`src/rtl/trig_arb_pkg.sv`:
```
// Shared definitions for the trigger arbiter: FSM state encoding,
// trigger-source bit positions and the drop-counter width.
package trig_arb_pkg;

    // Arbiter states; BUSY is asserted in every state except ST_IDLE.
    typedef enum logic [2:0] {
        ST_IDLE     = 3'd0,
        ST_COLLECT  = 3'd1,
        ST_ISSUE    = 3'd2,
        ST_WAIT_ACK = 3'd3,
        ST_DEAD     = 3'd4
    } state_t;

    // Bit positions of the trigger sources within TRIG_IN / SRC_ENAB / TRIG_TYPE.
    localparam int SRC_SB   = 0;   // single-bin
    localparam int SRC_TOT  = 1;   // time-over-threshold
    localparam int SRC_TOTD = 2;   // delayed time-over-threshold
    localparam int SRC_EXT  = 3;   // external trigger

    // Width of the dropped-trigger counter output.
    localparam int DROP_CNT_W = 16;

endpackage

```
`src/rtl/trig_arb_cnt.sv`:
```
// Loadable down-counter used for both the coincidence window and the dead time.
// A load takes priority over a decrement; the count never wraps below zero.
// o_one flags the last running cycle so the owner can leave its state on the
// same edge that the count reaches zero.
module trig_arb_cnt #(
    parameter int WIDTH = 4
) (
    input  logic             i_clk,
    input  logic             i_rst_n,
    input  logic             i_load,
    input  logic [WIDTH-1:0] i_load_val,
    input  logic             i_dec,
    output logic             o_zero,
    output logic             o_one
);

    localparam logic [WIDTH-1:0] C_ONE = WIDTH'(1);

    logic [WIDTH-1:0] r_cnt;

    // Count register: synchronous clear, load, then saturating decrement.
    always_ff @(posedge i_clk) begin
        if (!i_rst_n) begin
            r_cnt <= '0;
        end else if (i_load) begin
            r_cnt <= i_load_val;
        end else if (i_dec && (r_cnt != '0)) begin
            r_cnt <= r_cnt - C_ONE;
        end
    end

    assign o_zero = (r_cnt == '0);
    assign o_one  = (r_cnt == C_ONE);

endmodule

```
`src/rtl/trig_arbiter.sv`:
```
// Trigger arbiter: merges enabled one-cycle trigger pulses over a programmable
// coincidence window, emits a single global trigger with the contributing
// source mask, then holds off until readout acknowledge plus a dead time.
// Optional build macro TRIG_ARB_DROP_CNT_EN adds the saturating counter of
// cycles in which an enabled pulse arrived while busy; without it DROP_CNT is 0.
module trig_arbiter
    import trig_arb_pkg::*;
#(
    parameter int NSRC       = 4,
    parameter int WIN_WIDTH  = 4,
    parameter int DEAD_WIDTH = 16
) (
    input  logic                  CLK120,
    input  logic                  RESET_N,
    input  logic [NSRC-1:0]       TRIG_IN,
    input  logic [NSRC-1:0]       SRC_ENAB,
    input  logic [WIN_WIDTH-1:0]  WINDOW,
    input  logic [DEAD_WIDTH-1:0] DEAD_TIME,
    input  logic                  READOUT_ACK,
    output logic                  TRIG_OUT,
    output logic [NSRC-1:0]       TRIG_TYPE,
    output logic                  BUSY,
    output logic [DROP_CNT_W-1:0] DROP_CNT
);

    state_t          r_state;
    state_t          w_state_next;
    logic [NSRC-1:0] r_pend;
    logic [NSRC-1:0] w_pend_next;
    logic            r_trig_out;
    logic [NSRC-1:0] r_trig_type;
    logic            r_busy;

    logic [NSRC-1:0] w_acc;
    logic            w_any;
    logic            w_issue;
    logic            w_win_load;
    logic            w_win_dec;
    logic            w_win_zero;
    logic            w_win_one;
    logic            w_dead_load;
    logic            w_dead_dec;
    logic            w_dead_zero;
    logic            w_dead_one;

    // A pulse counts only if its source is enabled in the same cycle.
    for (genvar gi = 0; gi < NSRC; gi++) begin : g_acc
        assign w_acc[gi] = TRIG_IN[gi] & SRC_ENAB[gi];
    end
    assign w_any = |w_acc;

    trig_arb_cnt #(.WIDTH(WIN_WIDTH)) u_win_cnt (
        .i_clk      (CLK120),
        .i_rst_n    (RESET_N),
        .i_load     (w_win_load),
        .i_load_val (WINDOW),
        .i_dec      (w_win_dec),
        .o_zero     (w_win_zero),
        .o_one      (w_win_one)
    );

    trig_arb_cnt #(.WIDTH(DEAD_WIDTH)) u_dead_cnt (
        .i_clk      (CLK120),
        .i_rst_n    (RESET_N),
        .i_load     (w_dead_load),
        .i_load_val (DEAD_TIME),
        .i_dec      (w_dead_dec),
        .o_zero     (w_dead_zero),
        .o_one      (w_dead_one)
    );

    // Next-state, pending-mask and counter-control decode.
    always_comb begin
        w_state_next = r_state;
        w_pend_next  = r_pend;
        w_issue      = 1'b0;
        w_win_load   = 1'b0;
        w_win_dec    = 1'b0;
        w_dead_load  = 1'b0;
        w_dead_dec   = 1'b0;
        unique case (r_state)
            ST_IDLE: begin
                if (w_any) begin
                    w_pend_next  = w_acc;
                    w_win_load   = 1'b1;
                    w_state_next = (WINDOW != '0) ? ST_COLLECT : ST_ISSUE;
                end
            end
            ST_COLLECT: begin
                // The cycle in which the count hits zero still collects pulses.
                w_pend_next = r_pend | w_acc;
                w_win_dec   = 1'b1;
                if (w_win_one || w_win_zero) begin
                    w_state_next = ST_ISSUE;
                end
            end
            ST_ISSUE: begin
                // Any acknowledge seen here belongs to an earlier readout.
                w_issue      = 1'b1;
                w_state_next = ST_WAIT_ACK;
            end
            ST_WAIT_ACK: begin
                if (READOUT_ACK) begin
                    w_dead_load  = 1'b1;
                    w_state_next = (DEAD_TIME != '0) ? ST_DEAD : ST_IDLE;
                end
            end
            ST_DEAD: begin
                w_dead_dec = 1'b1;
                if (w_dead_one || w_dead_zero) begin
                    w_state_next = ST_IDLE;
                end
            end
            default: begin
                w_state_next = ST_IDLE;
            end
        endcase
    end

    // State and registered outputs; TRIG_TYPE holds until the next issue.
    always_ff @(posedge CLK120) begin
        if (!RESET_N) begin
            r_state     <= ST_IDLE;
            r_pend      <= '0;
            r_trig_out  <= 1'b0;
            r_trig_type <= '0;
            r_busy      <= 1'b0;
        end else begin
            r_state    <= w_state_next;
            r_pend     <= w_pend_next;
            r_trig_out <= w_issue;
            if (w_issue) begin
                r_trig_type <= r_pend;
            end
            r_busy <= (w_state_next != ST_IDLE);
        end
    end

    assign TRIG_OUT  = r_trig_out;
    assign TRIG_TYPE = r_trig_type;
    assign BUSY      = r_busy;

`ifdef TRIG_ARB_DROP_CNT_EN
    logic [DROP_CNT_W-1:0] r_drop_cnt;
    logic                  w_drop;

    // One drop per busy cycle (after the window) carrying any enabled pulse.
    assign w_drop = w_any && ((r_state == ST_ISSUE) ||
                              (r_state == ST_WAIT_ACK) ||
                              (r_state == ST_DEAD));

    // Saturating drop counter.
    always_ff @(posedge CLK120) begin
        if (!RESET_N) begin
            r_drop_cnt <= '0;
        end else if (w_drop && (r_drop_cnt != '1)) begin
            r_drop_cnt <= r_drop_cnt + DROP_CNT_W'(1);
        end
    end

    assign DROP_CNT = r_drop_cnt;
`else
    assign DROP_CNT = '0;
`endif

endmodule

```
`config.mk`:
```
export PLATFORM = sky130hd
export DESIGN_NAME = trig_arbiter
export DESIGN_NICKNAME = d
export VERILOG_FILES = /design/src/rtl/trig_arb_pkg.sv /design/src/rtl/trig_arb_cnt.sv /design/src/rtl/trig_arbiter.sv
export SDC_FILE = /design/constraint.sdc
export NUM_CORES = 1
export LEC_CHECK = 0
export CAP_MARGIN = 20
export CORE_MARGIN = 5
export CORE_UTILIZATION = 40
export DETAILED_ROUTE_END_ITERATION = 10
export PLACE_DENSITY = 0.75
export SLEW_MARGIN = 15
export SYNTH_ARGS = -nofsm -noshare
export SYNTH_HDL_FRONTEND = slang
export SYNTH_HIERARCHICAL = 1
export SYNTH_SLANG_ARGS = --single-unit
```
`constraint.sdc`:
```
create_clock -name CLK120 -period 2.2 [get_ports CLK120]
set_input_delay 0.33 -clock CLK120 [delete_from_list [all_inputs] [get_ports CLK120]]
set_output_delay 0.33 -clock CLK120 [all_outputs]
set_load 0.01 [all_outputs]
```
==> results of run 1 <==
path summary, 6_finish.rpt:
path                              end  slack, ns
setup / recovery  u_dead_cnt/r_cnt[3]        0.1
hold / removal              r_pend[3]       0.47
setup reg to reg  u_dead_cnt/r_cnt[3]        0.1
hold reg to reg             r_pend[3]       0.47
where the power goes:
| group | internal [mW] | switching, mW |
|---|---|---|
| clock | 0.219 | 0.222 |
| sequential | 0.713 | 0.119 |
| combinational | 0.588 | 0.569 |
| total | 1.52 | 0.910 |
placed cells by master (no fill, tap or decap), types with 2 or more instances in the layout:
master / n
a21oi_1: 17
a31oi_1: 2
a32o_1: 4
buf_4: 13
clkbuf_8: 5
clkdlybuf4s50_1: 36
clkinv_2: 2
conb_1: 16
dfxtp_1: 32
ha_1: 3
inv_1: 10
mux2i_1: 5
nand2_1: 10
nand2b_1: 5
nand3_1: 5
nand3b_1: 3
nand4_1: 3
nor2_1: 16
nor2b_1: 4
nor2b_2: 2
nor3_1: 6
nor3b_1: 5
nor4_1: 14
o211ai_2: 2
o21ai_0: 15
or3_1: 4
or4_1: 2
xnor2_1: 11
timing repair:
action	4_1_cts	5_1_grt
endpoints found under the hold margin	0	0
endpoints found under the setup margin	0	5
resized for setup	0	4
buffers inserted	0	2
sequential cells by signal, summed over array words and instances (netlist names):
name,count
BUSY,1
u_win_cnt/r_cnt,4
TRIG_TYPE,4
TRIG_OUT,1
r_state,3
r_pend,4
u_dead_cnt/r_cnt,16
critical path: stages (launching register included):
cell and delay, ns:
dfxtp_1 0.32, inv_1 0.09, ha_2 0.21, or4b_4 0.48, nor4_4 0.30, buf_4 0.19
buf_4 0.11, o21ai_1 0.07, a311oi_2 0.23
routing by layer:
| metal | routed length (um) | vias to the layer above | global-route usage (%) |
|---|---|---|---|
| met1 | 2090 | 833 | 17.5 |
| met4 | 88 | 0 | 7.43 |
| met2 | 2130 | 52 | 24.6 |
| li1 | - | 914 | - |
| met3 | 283 | 9 | 4.48 |
| met5 | 0 | - | 0 |
cells by family (layout without fill, tap and decap cells):
| logic type | Yosys count | after routing |
|---|---|---|
| XOR/XNOR | 11 | 11 |
| buffers and inverters | 33 | 67 |
| adder cells (fa/ha/maj) | 4 | 4 |
| other | 1 | 16 |
| AND/OR/NAND/NOR | 91 | 91 |
| AO/OA/AOI/OAI | 54 | 54 |
| flip-flops | 33 | 33 |
| multiplexers | 5 | 5 |
layout make-up:
cell class / instances / share of cell area [%]
inverter: 10 / 1.49
multi-input combinational: 181 / 47.5
timing repair buffer: 49 / 18.2
clock inverter: 2 / 0.397
tap: 67 / 3.33
clock buffer: 6 / 2.88
sequential: 33 / 26.3
==> results.py, run 1 <==
metrics = {
    "clock_tree": {
        "cts.clk_slew.worst_paths_ns": 0.07,
        "numCtsBuffers": 5,
        "cts_tree": "built",
        "worstSkewPairLatency_ns": 0.29,
        "clock-sinks": 33,
        "clockBufferDepth": 2,
        "htreeDepth": 2,
        "hold_buffers": 0,
        "root_buffer": "clkbuf_8",
    },
    "die": {
        "io_pins": 53,
        "die_w_um": 80.3,
        "die_area_sq_um": 6440,
        "core_area_sq_um": 4750,
        "start_util_pct": 41.5,
        "die_h_um": 80.3,
        "core.rowCount": 25,
    },
    "cells_and_area": {
        "layout.nets": 315,
        "fill_cells": 457,
        "final_util_pct": 53.0,
        "insertedDiodeCount": 0,
        "multi_input_area_sq_um": 1200,
        "postLayoutCellArea_sq_um": 2520,
        "drive_gt1_share_pct": 13.5,
        "syn2layout_area_growth_pct": 27.7,
        "layout.cells.non_filler": 348,
        "ff_latch_area_sq_um": 662,
    },
    "synthesis": {
        "synth.top_cell.area_share_pct": 33.5,
        "synth_commonest_cells": "33 x dfxtp_1, 17 x a21oi_1, 16 x buf_4, 16 x nor2_1, 15 x o21ai_0",
        "synth_area_sq_um": 1970,
        "synth_compound_area_share_pct": 18.9,
        "syn_area_per_cell_sq_um": 8.51,
        "synth_top_family_by_area": "simple AND/OR/NAND/NOR gates",
        "yosys.area_share.simple_pct": 28.2,
        "ys_seq_area_share_pct": 33.5,
        "synth-xor-area-share_pct": 4.88,
        "synth_edf_count": 0,
        "synthTopCellsByArea": "dfxtp_1 33%, buf_4 6.1%, xnor2_1 4.9%, nor4_1 4.4%, a21oi_1 4.3%",
        "synthMuxAreaShare_pct": 2.53,
        "ys.flop_type": "dfxtp_1",
        "synth_cells": 232,
        "ys_ff_latch": 33,
        "yosysMostFrequentCell": "dfxtp_1",
        "synth_cell_types": 52,
        "ys.warnings.count": 6,
        "yosys.area_share.adder_pct": 2.53,
        "yosys.area.top_type": "dfxtp_1",
        "async_flop_share_pct": 0,
    },
    "grt": {
        "grt_pass1_vias": 1755,
        "grt_pass1_wl_mm": 7.49,
        "track_usage_pct": 14.9,
        "overflow": 0,
        "grt_antenna_before_repair": 0,
        "grt_max_degree": 27,
    },
    "timing": {
        "fin_worst_skew_ns": 0.00639,
        "hold_violations": 0,
        "max_freq_mhz": 476,
        "totalNegativeSetupSlack_ns": 0,
        "setup_viol": 0,
        "tightest_slew_ns": 0.734,
        "slew_viol_final": 0,
        "fin_crit_sh_pct": 95.5,
        "setup_ws_ns": 0.0979,
        "whs_ns": 0.471,
        "fin_crit_ns": 2.10,
        "slew-limit-headroom_pct": 51.0,
    },
    "power_and_ir_drop": {
        "p_leak_nw": 0.927,
        "total_power_mw": 2.43,
        "powerDensity_nw_per_um2": 964,
        "peakVddDrop_mv": 0.348,
    },
    "min_path": {
        "holdPathStages": 1,
        "hp-start": "r_pend[3]",
        "hold_path_class": "reg -> reg",
    },
    "place": {
        "io_buffers": 36,
        "place_congestion": 0.876,
        "dp.cells": 338,
        "post-place-ws_ns": 0.104,
        "post-dp-hpwl_mm": 3.48,
        "placed_area_sq_um": 2410,
    },
    "worst_setup_path": {
        "crit_type": "reg -> reg",
        "cp-start-kind": "register",
        "cp_max_fo": 6,
        "r2r-start": "u_dead_cnt/r_cnt[1]",
        "critPathLaunch": "u_dead_cnt/r_cnt[1]",
        "worst-endpoint-required_ns": 2.40,
        "endpoint_kind": "register",
        "arrival_ns": 2.30,
        "worstRegToRegCells": 8,
    },
    "route": {
        "via_per_inst": 5.20,
        "totalWireLength_mm": 4.59,
        "route.detailed.wl_per_inst_um": 13.2,
        "drtIter0Drc": 69,
        "ant_nets": 0,
        "dr_total_vias": 1808,
        "drt_pass1_iterations": 4,
        "drc": 0,
    },
    "status": {
        "status": "finished clean",
    },
    "run": {
        "max-cap-violations": 0,
    },
}
No activity file was read; power rests on OpenSTA's default activity.
==> run 2, diff against run 1 <==
CAP_MARGIN = 25   (was 20)
GPL_ROUTABILITY_DRIVEN = 0   (was not set)
clock period = 1.72 ns   (was 2.2 ns; I/O delays follow)
==> run 2 against run 1 <==
Against the previous run: the run now ends with setup timing left; die area unchanged; power rose by 63%; worst setup slack worse by 0.30 ns; via count rose by 12%; fmax grew 9.2%; critical endpoint is now u_dead_cnt/r_cnt[0]; highest routed layer unchanged.
==> results.py, run 2 (same netlist as run 1, synthesis figures left out) <==
metrics = {
    "power_and_ir_drop": {
        "switchingPower_mw": 1.47,
        "powerDensity_nw_per_um2": 1310,
        "power.share.clock_pct": 19.5,
        "sequentialPowerShare_pct": 26.0,
        "total_power_mw": 3.96,
        "p_leak_nw": 1.13,
        "p_sw_share_pct": 37.2,
        "comb_power_share_pct": 54.5,
        "peakVddDrop_mv": 0.520,
        "power.internal_mw": 2.49,
    },
    "cells_and_area": {
        "regMostFlops": "u_dead_cnt/r_cnt",
        "largest_reg_flops": 16,
        "layout.cells.non_filler": 383,
        "final_cell_mix": "44 x buf_4, 36 x clkdlybuf4s50_1, 25 x dfxtp_1, 17 x a21oi_1, 16 x conb_1",
        "drive_gt1_share_pct": 32.9,
        "insertedDiodeCount": 0,
        "syn2layout_area_growth_pct": 53.3,
        "final_util_pct": 63.7,
        "final_common_cell": "buf_4",
        "postLayoutCellArea_sq_um": 3030,
        "layout.nets": 350,
    },
    "timing": {
        "totalNegativeSetupSlack_ns": -1.50,
        "fin_crit_sh_pct": 112,
        "tightest_slew_ns": 0.560,
        "whs_ns": 0.468,
        "max_freq_mhz": 519,
        "setup_viol": 10,
        "hold_violations": 0,
        "slew_viol_final": 0,
        "slew-limit-headroom_pct": 62.6,
        "setup_ws_ns": -0.206,
        "rsz0062_at_grt": "yes",
        "fin_worst_skew_ns": 0.00563,
        "fin_crit_ns": 1.93,
    },
    "status": {
        "status": "finished, violations left",
        "violations": "setup timing",
    },
    "place": {
        "io_buffers": 36,
        "post-place-ws_ns": -0.207,
        "post-dp-hpwl_mm": 3.97,
        "placed_area_sq_um": 2670,
        "dp.cells": 369,
    },
    "worst_setup_path": {
        "crit_type": "reg -> reg",
        "arrival_ns": 2.14,
        "cp_max_fo": 7,
        "endpoint_kind": "register",
        "cp-start-kind": "register",
        "worst-endpoint-required_ns": 1.93,
    },
    "route": {
        "dr_total_vias": 2023,
        "via_per_inst": 5.28,
        "drc": 0,
        "drtIter0Drc": 71,
        "totalWireLength_mm": 5.81,
        "route.detailed.wl_per_inst_um": 15.2,
        "drt_pass1_iterations": 4,
        "ant_nets": 0,
    },
    "min_path": {
        "hold_path_class": "reg -> reg",
    },
    "clock_tree": {
        "cts.clk_slew.worst_paths_ns": 0.07,
        "numCtsBuffers": 5,
        "root_buffer": "clkbuf_8",
        "htreeDepth": 2,
        "cts_tree": "built",
        "clockBufferDepth": 2,
        "worstSkewPairLatency_ns": 0.29,
        "clock-sinks": 33,
    },
    "grt": {
        "grt_pass1_wl_mm": 8.45,
        "overflow": 0,
        "grt_pass1_vias": 1913,
        "grt_antenna_before_repair": 0,
        "grt_max_degree": 23,
        "track_usage_pct": 16.8,
    },
    "die": {
        "die_w_um": 80.3,
        "io_pins": 53,
        "start_util_pct": 41.5,
        "die_area_sq_um": 6440,
        "core_area_sq_um": 4750,
        "core.rowCount": 25,
        "die_h_um": 80.3,
    },
    "run": {
        "max-cap-violations": 0,
    },
}
-- run 2: power groups by stage --
stage / Sequential [mW] / Combinational (mW) / Clock (mW)
floorplan: 1.05 / 1.06 / 0
global placement: 1.03 / 1.67 / 0
detailed placement: 1.04 / 1.70 / 0
CTS: 1.02 / 1.87 / 0.789
global route: 1.05 / 2.33 / 0.823
finish: 1.03 / 2.16 / 0.774
-- run 2: area by class of cell --
| cell class | count | area, sq um |
|---|---|---|
| fill | 396 | 1730 |
| multi-input combinational | 181 | 1380 |
| timing repair buffer | 84 | 736 |
| sequential | 33 | 671 |
| clock buffer | 7 | 86.3 |
| tap | 67 | 83.8 |
| inverter | 10 | 37.5 |
| clock inverter | 1 | 30.0 |
-- run 2: layer usage --
| metal | GRT usage, % | up-vias | wire [um] |
|---|---|---|---|
| met4 | 7.43 | 0 | 179 |
| met3 | 4.71 | 17 | 319 |
| met1 | 19.7 | 951 | 2390 |
| li1 | - | 988 | - |
| met2 | 28.4 | 67 | 2920 |
| met5 | 0 | - | 0 |
-- run 2: final timing paths --
path	from	end	slack, ns	cells after the start
min	r_pend[2]	r_pend[2]	0.47	1
max reg2reg	u_dead_cnt/r_cnt[3]	u_dead_cnt/r_cnt[0]	-0.21	6
min reg2reg	r_pend[2]	r_pend[2]	0.47	1
max	u_dead_cnt/r_cnt[3]	u_dead_cnt/r_cnt[0]	-0.21	6
-- run 2: worst max-delay path, cell delays in order (launching register included) --
cell	delay (ns)
dfxtp_2	0.33
or4_4	0.57
nor4_4	0.37
buf_6	0.20
nor2b_4	0.07
xnor2_2	0.13
a211oi_2	0.17
-- run 2: timing repair --
action                     in CTS  in global routing
gates resized for setup        16                 25
setup endpoints to repair      13                 18
buffers inserted                3                  3
hold buffers                    0                  0
pin swaps                      13                 16
